==> src/rtl/axis_result_regs_pkg.sv <==
// Shared register map, AXI response codes and capture state encoding for the
// AXI-Stream multiplier register blocks (s2mm result side and mm2s side).
package axis_result_regs_pkg;

  localparam int unsigned REG_STATUS      = 32'h00;
  localparam int unsigned REG_WORD_CNT    = 32'h04;
  localparam int unsigned REG_FRAME_CNT   = 32'h08;
  localparam int unsigned REG_RESULT_BASE = 32'h0C;

  localparam int unsigned CNT_W = 32;

  localparam logic [1:0] RESP_OKAY   = 2'b00;
  localparam logic [1:0] RESP_SLVERR = 2'b10;

  typedef enum logic {
    CAP_ACCEPT = 1'b0,
    CAP_FULL   = 1'b1
  } cap_state_e;

  // Byte offset to 32-bit word index, matching decode on address bits [..:2].
  function automatic int unsigned reg_word(input int unsigned byte_off);
    return byte_off >> 2;
  endfunction

endpackage

==> src/rtl/axis_result_regs_axil_slave_if.sv <==
// AXI4-Lite slave handshake: one-deep AW/W holding registers, single-beat
// write strobe toward the register file, and a registered read response.
module axil_slave_if
  import axis_result_regs_pkg::*;
#(
  parameter int unsigned DATA_W = 32,
  parameter int unsigned ADDR_W = 8
) (
  input  logic                clk_i,
  input  logic                rst_ni,
  input  logic [ADDR_W-1:0]   awaddr_i,
  input  logic                awvalid_i,
  output logic                awready_o,
  input  logic [DATA_W-1:0]   wdata_i,
  input  logic [DATA_W/8-1:0] wstrb_i,
  input  logic                wvalid_i,
  output logic                wready_o,
  output logic [1:0]          bresp_o,
  output logic                bvalid_o,
  input  logic                bready_i,
  input  logic [ADDR_W-1:0]   araddr_i,
  input  logic                arvalid_i,
  output logic                arready_o,
  output logic [DATA_W-1:0]   rdata_o,
  output logic [1:0]          rresp_o,
  output logic                rvalid_o,
  input  logic                rready_i,
  output logic                wr_en_c_o,
  output logic [ADDR_W-1:0]   wr_addr_o,
  output logic [DATA_W-1:0]   wr_data_o,
  output logic [DATA_W/8-1:0] wr_strb_o,
  output logic                rd_en_c_o,
  output logic [ADDR_W-1:0]   rd_addr_c_o,
  input  logic [DATA_W-1:0]   rd_data_i,
  input  logic [1:0]          rd_resp_i
);

  localparam int unsigned STRB_W = DATA_W / 8;

  logic              aw_held_q;
  logic              w_held_q;
  logic              bvalid_q;
  logic              rvalid_q;
  logic [ADDR_W-1:0] aw_addr_q;
  logic [DATA_W-1:0] w_data_q;
  logic [STRB_W-1:0] w_strb_q;
  logic [DATA_W-1:0] rdata_q;
  logic [1:0]        rresp_q;
  logic              wr_fire_c;
  logic              rd_fire_c;

  // A write commits only once both halves are held and no response is pending.
  assign wr_fire_c = aw_held_q & w_held_q & ~bvalid_q;
  assign rd_fire_c = arvalid_i & ~rvalid_q;

  assign awready_o   = ~aw_held_q;
  assign wready_o    = ~w_held_q;
  assign bvalid_o    = bvalid_q;
  assign bresp_o     = RESP_OKAY;
  assign arready_o   = ~rvalid_q;
  assign rvalid_o    = rvalid_q;
  assign rdata_o     = rdata_q;
  assign rresp_o     = rresp_q;
  assign wr_en_c_o   = wr_fire_c;
  assign wr_addr_o   = aw_addr_q;
  assign wr_data_o   = w_data_q;
  assign wr_strb_o   = w_strb_q;
  assign rd_en_c_o   = rd_fire_c;
  assign rd_addr_c_o = araddr_i;

  always_ff @(posedge clk_i or negedge rst_ni) begin
    if (!rst_ni) begin
      aw_held_q <= 1'b0;
      w_held_q  <= 1'b0;
      bvalid_q  <= 1'b0;
      aw_addr_q <= '0;
      w_data_q  <= '0;
      w_strb_q  <= '0;
    end else begin
      if (awvalid_i && !aw_held_q) begin
        aw_held_q <= 1'b1;
        aw_addr_q <= awaddr_i;
      end
      if (wvalid_i && !w_held_q) begin
        w_held_q <= 1'b1;
        w_data_q <= wdata_i;
        w_strb_q <= wstrb_i;
      end
      if (wr_fire_c) begin
        aw_held_q <= 1'b0;
        w_held_q  <= 1'b0;
        bvalid_q  <= 1'b1;
      end else if (bvalid_q && bready_i) begin
        bvalid_q <= 1'b0;
      end
    end
  end

  always_ff @(posedge clk_i or negedge rst_ni) begin
    if (!rst_ni) begin
      rvalid_q <= 1'b0;
      rdata_q  <= '0;
      rresp_q  <= RESP_OKAY;
    end else if (rd_fire_c) begin
      rvalid_q <= 1'b1;
      rdata_q  <= rd_data_i;
      rresp_q  <= rd_resp_i;
    end else if (rvalid_q && rready_i) begin
      rvalid_q <= 1'b0;
    end
  end

endmodule

==> src/rtl/axis_result_regs.sv <==
// Result-side register block: captures AXI-Stream result frames into a small
// register file, counts words/frames, and exposes them over AXI4-Lite.
module axis_result_regs
  import axis_result_regs_pkg::*;
#(
  parameter int unsigned C_DATA_WIDTH = 32,
  parameter int unsigned C_ADDR_WIDTH = 8,
  parameter int unsigned C_MAX_WORDS  = 4
) (
  input  logic                      aclk,
  input  logic                      aresetn,
  input  logic [C_DATA_WIDTH-1:0]   s_axis_tdata,
  input  logic                      s_axis_tvalid,
  input  logic                      s_axis_tlast,
  output logic                      s_axis_tready,
  input  logic [C_ADDR_WIDTH-1:0]   s_axi_awaddr,
  input  logic                      s_axi_awvalid,
  output logic                      s_axi_awready,
  input  logic [C_DATA_WIDTH-1:0]   s_axi_wdata,
  input  logic [C_DATA_WIDTH/8-1:0] s_axi_wstrb,
  input  logic                      s_axi_wvalid,
  output logic                      s_axi_wready,
  output logic [1:0]                s_axi_bresp,
  output logic                      s_axi_bvalid,
  input  logic                      s_axi_bready,
  input  logic [C_ADDR_WIDTH-1:0]   s_axi_araddr,
  input  logic                      s_axi_arvalid,
  output logic                      s_axi_arready,
  output logic [C_DATA_WIDTH-1:0]   s_axi_rdata,
  output logic [1:0]                s_axi_rresp,
  output logic                      s_axi_rvalid,
  input  logic                      s_axi_rready
);

  localparam int unsigned STRB_W   = C_DATA_WIDTH / 8;
  localparam int unsigned IDX_W    = (C_MAX_WORDS > 1) ? $clog2(C_MAX_WORDS) : 1;
  localparam int unsigned W_STATUS = reg_word(REG_STATUS);
  localparam int unsigned W_WCNT   = reg_word(REG_WORD_CNT);
  localparam int unsigned W_FCNT   = reg_word(REG_FRAME_CNT);
  localparam int unsigned W_RESULT = reg_word(REG_RESULT_BASE);
  localparam logic [IDX_W-1:0] IDX_LAST = IDX_W'(C_MAX_WORDS - 1);

  cap_state_e                state_q, state_d;
  logic [IDX_W-1:0]          idx_q, idx_d;
  logic [CNT_W-1:0]          word_cnt_q, word_cnt_d;
  logic [CNT_W-1:0]          frame_cnt_q, frame_cnt_d;
  logic [C_DATA_WIDTH-1:0]   result_q [C_MAX_WORDS];
  logic                      beat_c;
  logic                      clear_c;
  logic                      ready_flag_c;

  logic                      wr_en_c;
  logic [C_ADDR_WIDTH-1:0]   wr_addr;
  logic [C_DATA_WIDTH-1:0]   wr_data;
  logic [STRB_W-1:0]         wr_strb;
  logic                      rd_en_c;
  logic [C_ADDR_WIDTH-1:0]   rd_addr_c;
  logic [C_DATA_WIDTH-1:0]   rd_data_c;
  logic [1:0]                rd_resp_c;
  logic [CNT_W-1:0]          wr_word_c;
  logic [CNT_W-1:0]          rd_word_c;
  logic                      unused_bits;

  axil_slave_if #(
    .DATA_W (C_DATA_WIDTH),
    .ADDR_W (C_ADDR_WIDTH)
  ) u_axil (
    .clk_i       (aclk),
    .rst_ni      (aresetn),
    .awaddr_i    (s_axi_awaddr),
    .awvalid_i   (s_axi_awvalid),
    .awready_o   (s_axi_awready),
    .wdata_i     (s_axi_wdata),
    .wstrb_i     (s_axi_wstrb),
    .wvalid_i    (s_axi_wvalid),
    .wready_o    (s_axi_wready),
    .bresp_o     (s_axi_bresp),
    .bvalid_o    (s_axi_bvalid),
    .bready_i    (s_axi_bready),
    .araddr_i    (s_axi_araddr),
    .arvalid_i   (s_axi_arvalid),
    .arready_o   (s_axi_arready),
    .rdata_o     (s_axi_rdata),
    .rresp_o     (s_axi_rresp),
    .rvalid_o    (s_axi_rvalid),
    .rready_i    (s_axi_rready),
    .wr_en_c_o   (wr_en_c),
    .wr_addr_o   (wr_addr),
    .wr_data_o   (wr_data),
    .wr_strb_o   (wr_strb),
    .rd_en_c_o   (rd_en_c),
    .rd_addr_c_o (rd_addr_c),
    .rd_data_i   (rd_data_c),
    .rd_resp_i   (rd_resp_c)
  );

  assign wr_word_c     = CNT_W'(wr_addr[C_ADDR_WIDTH-1:2]);
  assign rd_word_c     = CNT_W'(rd_addr_c[C_ADDR_WIDTH-1:2]);
  assign ready_flag_c  = (state_q == CAP_FULL);
  assign s_axis_tready = ~ready_flag_c;
  assign clear_c       = wr_en_c && (wr_word_c == W_STATUS) && wr_strb[0] && wr_data[0];
  // Byte-lane bits and upper write data carry no meaning in this map.
  assign unused_bits   = ^{wr_data, wr_strb, wr_addr[1:0], rd_addr_c[1:0]};

  always_ff @(posedge aclk or negedge aresetn) begin
    if (!aresetn) begin
      state_q     <= CAP_ACCEPT;
      idx_q       <= '0;
      word_cnt_q  <= '0;
      frame_cnt_q <= '0;
    end else begin
      state_q     <= state_d;
      idx_q       <= idx_d;
      word_cnt_q  <= word_cnt_d;
      frame_cnt_q <= frame_cnt_d;
    end
  end

  // Capture FSM: a frame closes on tlast or when the last slot is filled.
  always_comb begin
    state_d     = state_q;
    idx_d       = idx_q;
    word_cnt_d  = word_cnt_q;
    frame_cnt_d = frame_cnt_q;
    beat_c      = 1'b0;
    case (state_q)
      CAP_ACCEPT: begin
        if (s_axis_tvalid) begin
          beat_c     = 1'b1;
          word_cnt_d = word_cnt_q + CNT_W'(1);
          if (s_axis_tlast || (idx_q == IDX_LAST)) begin
            state_d     = CAP_FULL;
            idx_d       = '0;
            frame_cnt_d = frame_cnt_q + CNT_W'(1);
          end else begin
            idx_d = idx_q + IDX_W'(1);
          end
        end
      end
      CAP_FULL: begin
        if (clear_c) state_d = CAP_ACCEPT;
      end
    endcase
  end

  always_ff @(posedge aclk or negedge aresetn) begin
    if (!aresetn) begin
      for (int unsigned i = 0; i < C_MAX_WORDS; i++) result_q[i] <= '0;
    end else if (beat_c) begin
      result_q[idx_q] <= s_axis_tdata;
    end
  end

  // Read decode samples current register values, so a same-cycle clear reads pre-clear.
  always_comb begin
    rd_data_c = '0;
    rd_resp_c = RESP_OKAY;
    if (rd_en_c) begin
      if (rd_word_c == W_STATUS) begin
        rd_data_c = C_DATA_WIDTH'(ready_flag_c);
      end else if (rd_word_c == W_WCNT) begin
        rd_data_c = C_DATA_WIDTH'(word_cnt_q);
      end else if (rd_word_c == W_FCNT) begin
        rd_data_c = C_DATA_WIDTH'(frame_cnt_q);
      end else begin
        rd_resp_c = RESP_SLVERR;
        for (int unsigned i = 0; i < C_MAX_WORDS; i++) begin
          if (rd_word_c == W_RESULT + i) begin
            rd_data_c = result_q[i];
            rd_resp_c = RESP_OKAY;
          end
        end
      end
    end
  end

endmodule

==> config.mk <==
export PLATFORM = sky130hd
export DESIGN_NAME = axis_result_regs
export DESIGN_NICKNAME = d
export VERILOG_FILES = /design/src/rtl/axis_result_regs_pkg.sv /design/src/rtl/axis_result_regs_axil_slave_if.sv /design/src/rtl/axis_result_regs.sv
export SDC_FILE = /design/constraint.sdc
export NUM_CORES = 1
export LEC_CHECK = 0
export CAP_MARGIN = 20
export CORE_MARGIN = 8
export CORE_UTILIZATION = 56
export DETAILED_ROUTE_END_ITERATION = 7
export GPL_ROUTABILITY_DRIVEN = 0
export GPL_TIMING_DRIVEN = 1
export PLACE_DENSITY_LB_ADDON = 0.25
export SETUP_SLACK_MARGIN = 0.1
export SLEW_MARGIN = 15
export SYNTH_ARGS = -nofsm -noshare
export SYNTH_HDL_FRONTEND = slang
export SYNTH_SLANG_ARGS = --single-unit
==> constraint.sdc <==
create_clock -name aclk -period 2.15 [get_ports aclk]
set_clock_uncertainty 0.15 [all_clocks]
set_input_delay 0.215 -clock aclk [delete_from_list [all_inputs] [get_ports aclk]]
set_output_delay 0.215 -clock aclk [all_outputs]
set_load 0.02 [all_outputs]
==> impl_metrics.ini, run 1 <==
[min_path]
hp-class = in -> async

[timing]
slew_headroom = 0.584
worst_pin_slew_ps = 622
final-max-slew-violation-count = 0
hold_viol_final = 0
rsz0062_at_grt = yes
setup_viol = 0
fin_ws_ps = 165
period_share = 0.923
fmax_ghz = 0.504
fin_crit_ps = 1990

[cts]
clock_latency_ps = 530
clock_path_buffers = 3
htree_levels = 1
clk_pin_slew_worst_paths_ps = 60
root_buffer = clkbuf_16
cts_sinks = 240
cts_setup_buffers = 0
numCtsBuffers = 26
tritoncts = done

[route]
wl_um = 29800
vias = 8368
postRouteAntennaNets = 0
drc = 0
wl_per_cell_um = 21.2
drt-initial-drc-count = 450
vias_per_cell = 5.95
first_pass_iters = 5

[synth]
syn_inst = 975
avgSynthCellArea_um2 = 11.4
synth_edf_count = 0
syn_area_um2 = 11100
ys.warnings.count = 0
synthFlopType = dfrtp_1
ys_seq_area_frac = 0.540
ys_types = 52
ys_seq_elements = 240
ys_async_sr_fraction = 1.00

[setup_path]
crit_end = u_axil.rdata_o[2]$_DFFE_PN0P_
critical_path.startpoint = s_axi_araddr[7]
path_class = in -> reg
r2r_cells = 6
cp_num_buf_inv = 3
r2r-start = word_cnt_q[13]$_DFFE_PN0P_
path_depth = 8
worst-endpoint-arrival_ps = 2280
r2r_slack_ps = 180
rr_endpoint = word_cnt_q[26]$_DFFE_PN0P_
slowest_delay_ps = 570
crit_family = buffers and inverters
crit_fanout = 24
slowest_stage = or4_4
worstPathCellList = clkdlybuf4s50_1 -> buf_4 -> or4_4 -> nor3_4 -> buf_12 -> a211oi_1 -> o31a_1 -> o21ai_0
critPathLaunchType = input port
cp.required_ps = 2450
critPathCaptureType = register

[finish]
area_growth_pct = 24.5
n_antenna_cell = 0
fin_area_um2 = 13900
drive_gt1_frac = 0.242
fillCellCount = 1378
layout.nets = 1223

[placement]
placed_area_um2 = 13000
post-place-ws_ps = -372
dpl.hpwl_um = 21200
portBuffers = 93

[power_and_ir_drop]
clock_power_share = 0.325
seqPwrFrac = 0.481
p_sw_frac = 0.271
combPwrFrac = 0.194
power_mw = 12.8
p_int_mw = 9.35
leakage_nw = 6.41
vdd_drop_max_uv = 783
p_per_area_nw_per_um2 = 925
p_switching_mw = 3.47

[run]
max_cap_violations = 0

[floorplan]
io_pins = 135
dieArea_um2 = 24600
coreArea_um2 = 19500
dieHeight_um = 157
std_cell_rows = 51
die_w_um = 157
start_util = 0.572

[grt]
grt_pass1_vias = 8698
grt_pass1_wl_um = 47300
grt_start_max_net_pins = 70
antenna_found_initial = 0
gr-total-overflow = 0
grt_util_all_layers = 0.245

[status]
status = completed
## area by class of cell
type,count,area [um^2],share of cell area
inverters,12,45.0,0.00325
repair buffers,178,1820,0.131
well taps,265,332,0.0239
clock buffers,39,759,0.0548
multi-input cells,666,4850,0.350
clock inverters,6,43.8,0.00316
flip-flops and latches,240,6010,0.434
## power by group through the flow
stage	sequential, mW	clock [mW]	combinational, mW
after CTS	6.15	4.23	2.51
after detailed placement	6.22	0	2.50
after floorplan	6.09	0	1.50
after global placement	6.18	0	2.41
after global routing	6.26	4.40	2.72
final	6.17	4.16	2.49
## through the flow
step / instances / util / setup TNS, ps / hold slack (ps)
floorplan: 977 / - / 0 / -231
global placement: 1360 / 0.669 / -8130 / 68.5
detailed placement: 1360 / 0.669 / -9260 / 73.8
CTS: 1406 / 0.711 / 0 / 94.1
global route: 1406 / 0.712 / 0 / 107
finish: 1406 / 0.712 / 0 / 87.2
## layer usage
metal | track usage | up-vias | share of wire
li1 | - | 3798 | -
met1 | 0.297 | 4253 | 0.39
met2 | 0.428 | 248 | 0.51
met3 | 0.0367 | 69 | 0.054
met4 | 0.106 | 0 | 0.039
met5 | 0 | - | 0
## registers in the layout (all words and copies together), names as in the netlist, 2 cells and up
register,cells
idx_q,2
frame_cnt_q,32
result_q,128
u_axil.wr_addr_o,6
word_cnt_q,32
u_axil.rdata_o,32
## cell usage in the layout, fill, tap and decap left out, drive strengths merged, types with 4 or more instances in the layout
| master | Yosys | layout |
|---|---|---|
| clkdlybuf4s50 | 0 | 90 |
| and4 | 7 | 7 |
| nor4 | 6 | 6 |
| buf | 36 | 86 |
| o21a | 4 | 4 |
| inv | 12 | 12 |
| xor2 | 14 | 14 |
| dfrtp | 240 | 240 |
| nor2 | 47 | 47 |
| nand3 | 24 | 24 |
| o21ai | 74 | 74 |
| nor2b | 9 | 9 |
| clkinv | 0 | 5 |
| a21oi | 44 | 44 |
| nand4 | 19 | 19 |
| and3 | 19 | 19 |
| nor3 | 29 | 29 |
| a221oi | 6 | 6 |
| nand2 | 71 | 71 |
| ha | 6 | 6 |
| mux2i | 23 | 23 |
| o31a | 20 | 20 |
| mux2 | 137 | 137 |
| xnor2 | 48 | 48 |
| a211oi | 24 | 24 |
| clkbuf | 23 | 39 |
## timing repair
item	in CTS	in global routing
hold buffers	1	0
gates resized for setup	1	7
pin swaps	0	1
endpoints found under the setup margin	1	13
endpoints found under the hold margin	240	0
## synthesized netlist by cell type, types with 3 or more instances
| cell | number | area (um^2) |
|---|---|---|
| a22oi_1 | 3 | 22.5 |
| mux2_2 | 137 | 1540 |
| o31ai_1 | 3 | 22.5 |
| buf_4 | 4 | 30.0 |
| a21oi_1 | 44 | 220 |
| nor4_1 | 4 | 25.0 |
| o211ai_1 | 3 | 22.5 |
| xnor2_1 | 48 | 420 |
| buf_2 | 16 | 80.1 |
| o21ai_0 | 56 | 280 |
| ha_1 | 6 | 75.1 |
| and3_1 | 19 | 119 |
| mux2i_1 | 23 | 230 |
| nand2b_1 | 3 | 18.8 |
| nand2_1 | 71 | 267 |
| clkbuf_1 | 23 | 86.3 |
| buf_1 | 15 | 56.3 |
| and2_1 | 3 | 18.8 |
| dfrtp_1 | 240 | 6010 |
| a211oi_1 | 24 | 180 |
| xor2_1 | 14 | 123 |
| nor3_1 | 27 | 135 |
| inv_1 | 12 | 45.0 |
| nand4_1 | 19 | 119 |
| o31a_1 | 20 | 175 |
| o21ai_1 | 18 | 90.1 |
| nor2b_1 | 9 | 56.3 |
| o21a_1 | 4 | 30.0 |
| a221oi_1 | 6 | 52.6 |
| and4_1 | 7 | 61.3 |
| nand3_1 | 24 | 120 |
| nor2_1 | 46 | 173 |
## worst min-delay path by stage
stage                                      end  slack (ps)  cells past startpoint
2_1_floorplan       frame_cnt_q[0]$_DFFE_PN0P_        -230                      0
3_3_place_gp   u_axil.wr_addr_o[7]$_DFFE_PN0P_          70                      1
3_5_place_dp   u_axil.wr_addr_o[7]$_DFFE_PN0P_          70                      1
4_1_cts            u_axil.rvalid_o$_DFFE_PN0P_          90                      2
5_1_grt            u_axil.bvalid_o$_DFFE_PN0P_         110                      2
6_report       u_axil.wr_addr_o[7]$_DFFE_PN0P_          90                      2
## kinds of logic after synthesis
group	synth area share
AND/OR/NAND/NOR	0.113
flip-flops	0.540
AO/OA/AOI/OAI	0.105
multiplexers	0.159
buffers and inverters	0.0278
XOR/XNOR	0.0488
adder cells (fa/ha/maj)	0.00675
other	0.000337
(Power assumes the default switching activity.)
==> inputs of run 2 (changes only) <==
HOLD_SLACK_MARGIN = 0.08   (was unset)
==> results of run 2 <==
The final DEF is identical to that of run 1; final timing and power are the same.
==> inputs of run 3 (changes only) <==
ABC_CLOCK_PERIOD_IN_PS = 2150   (was unset)
==> results of run 3 <==
The final DEF is identical to that of run 1; final timing and power are the same.
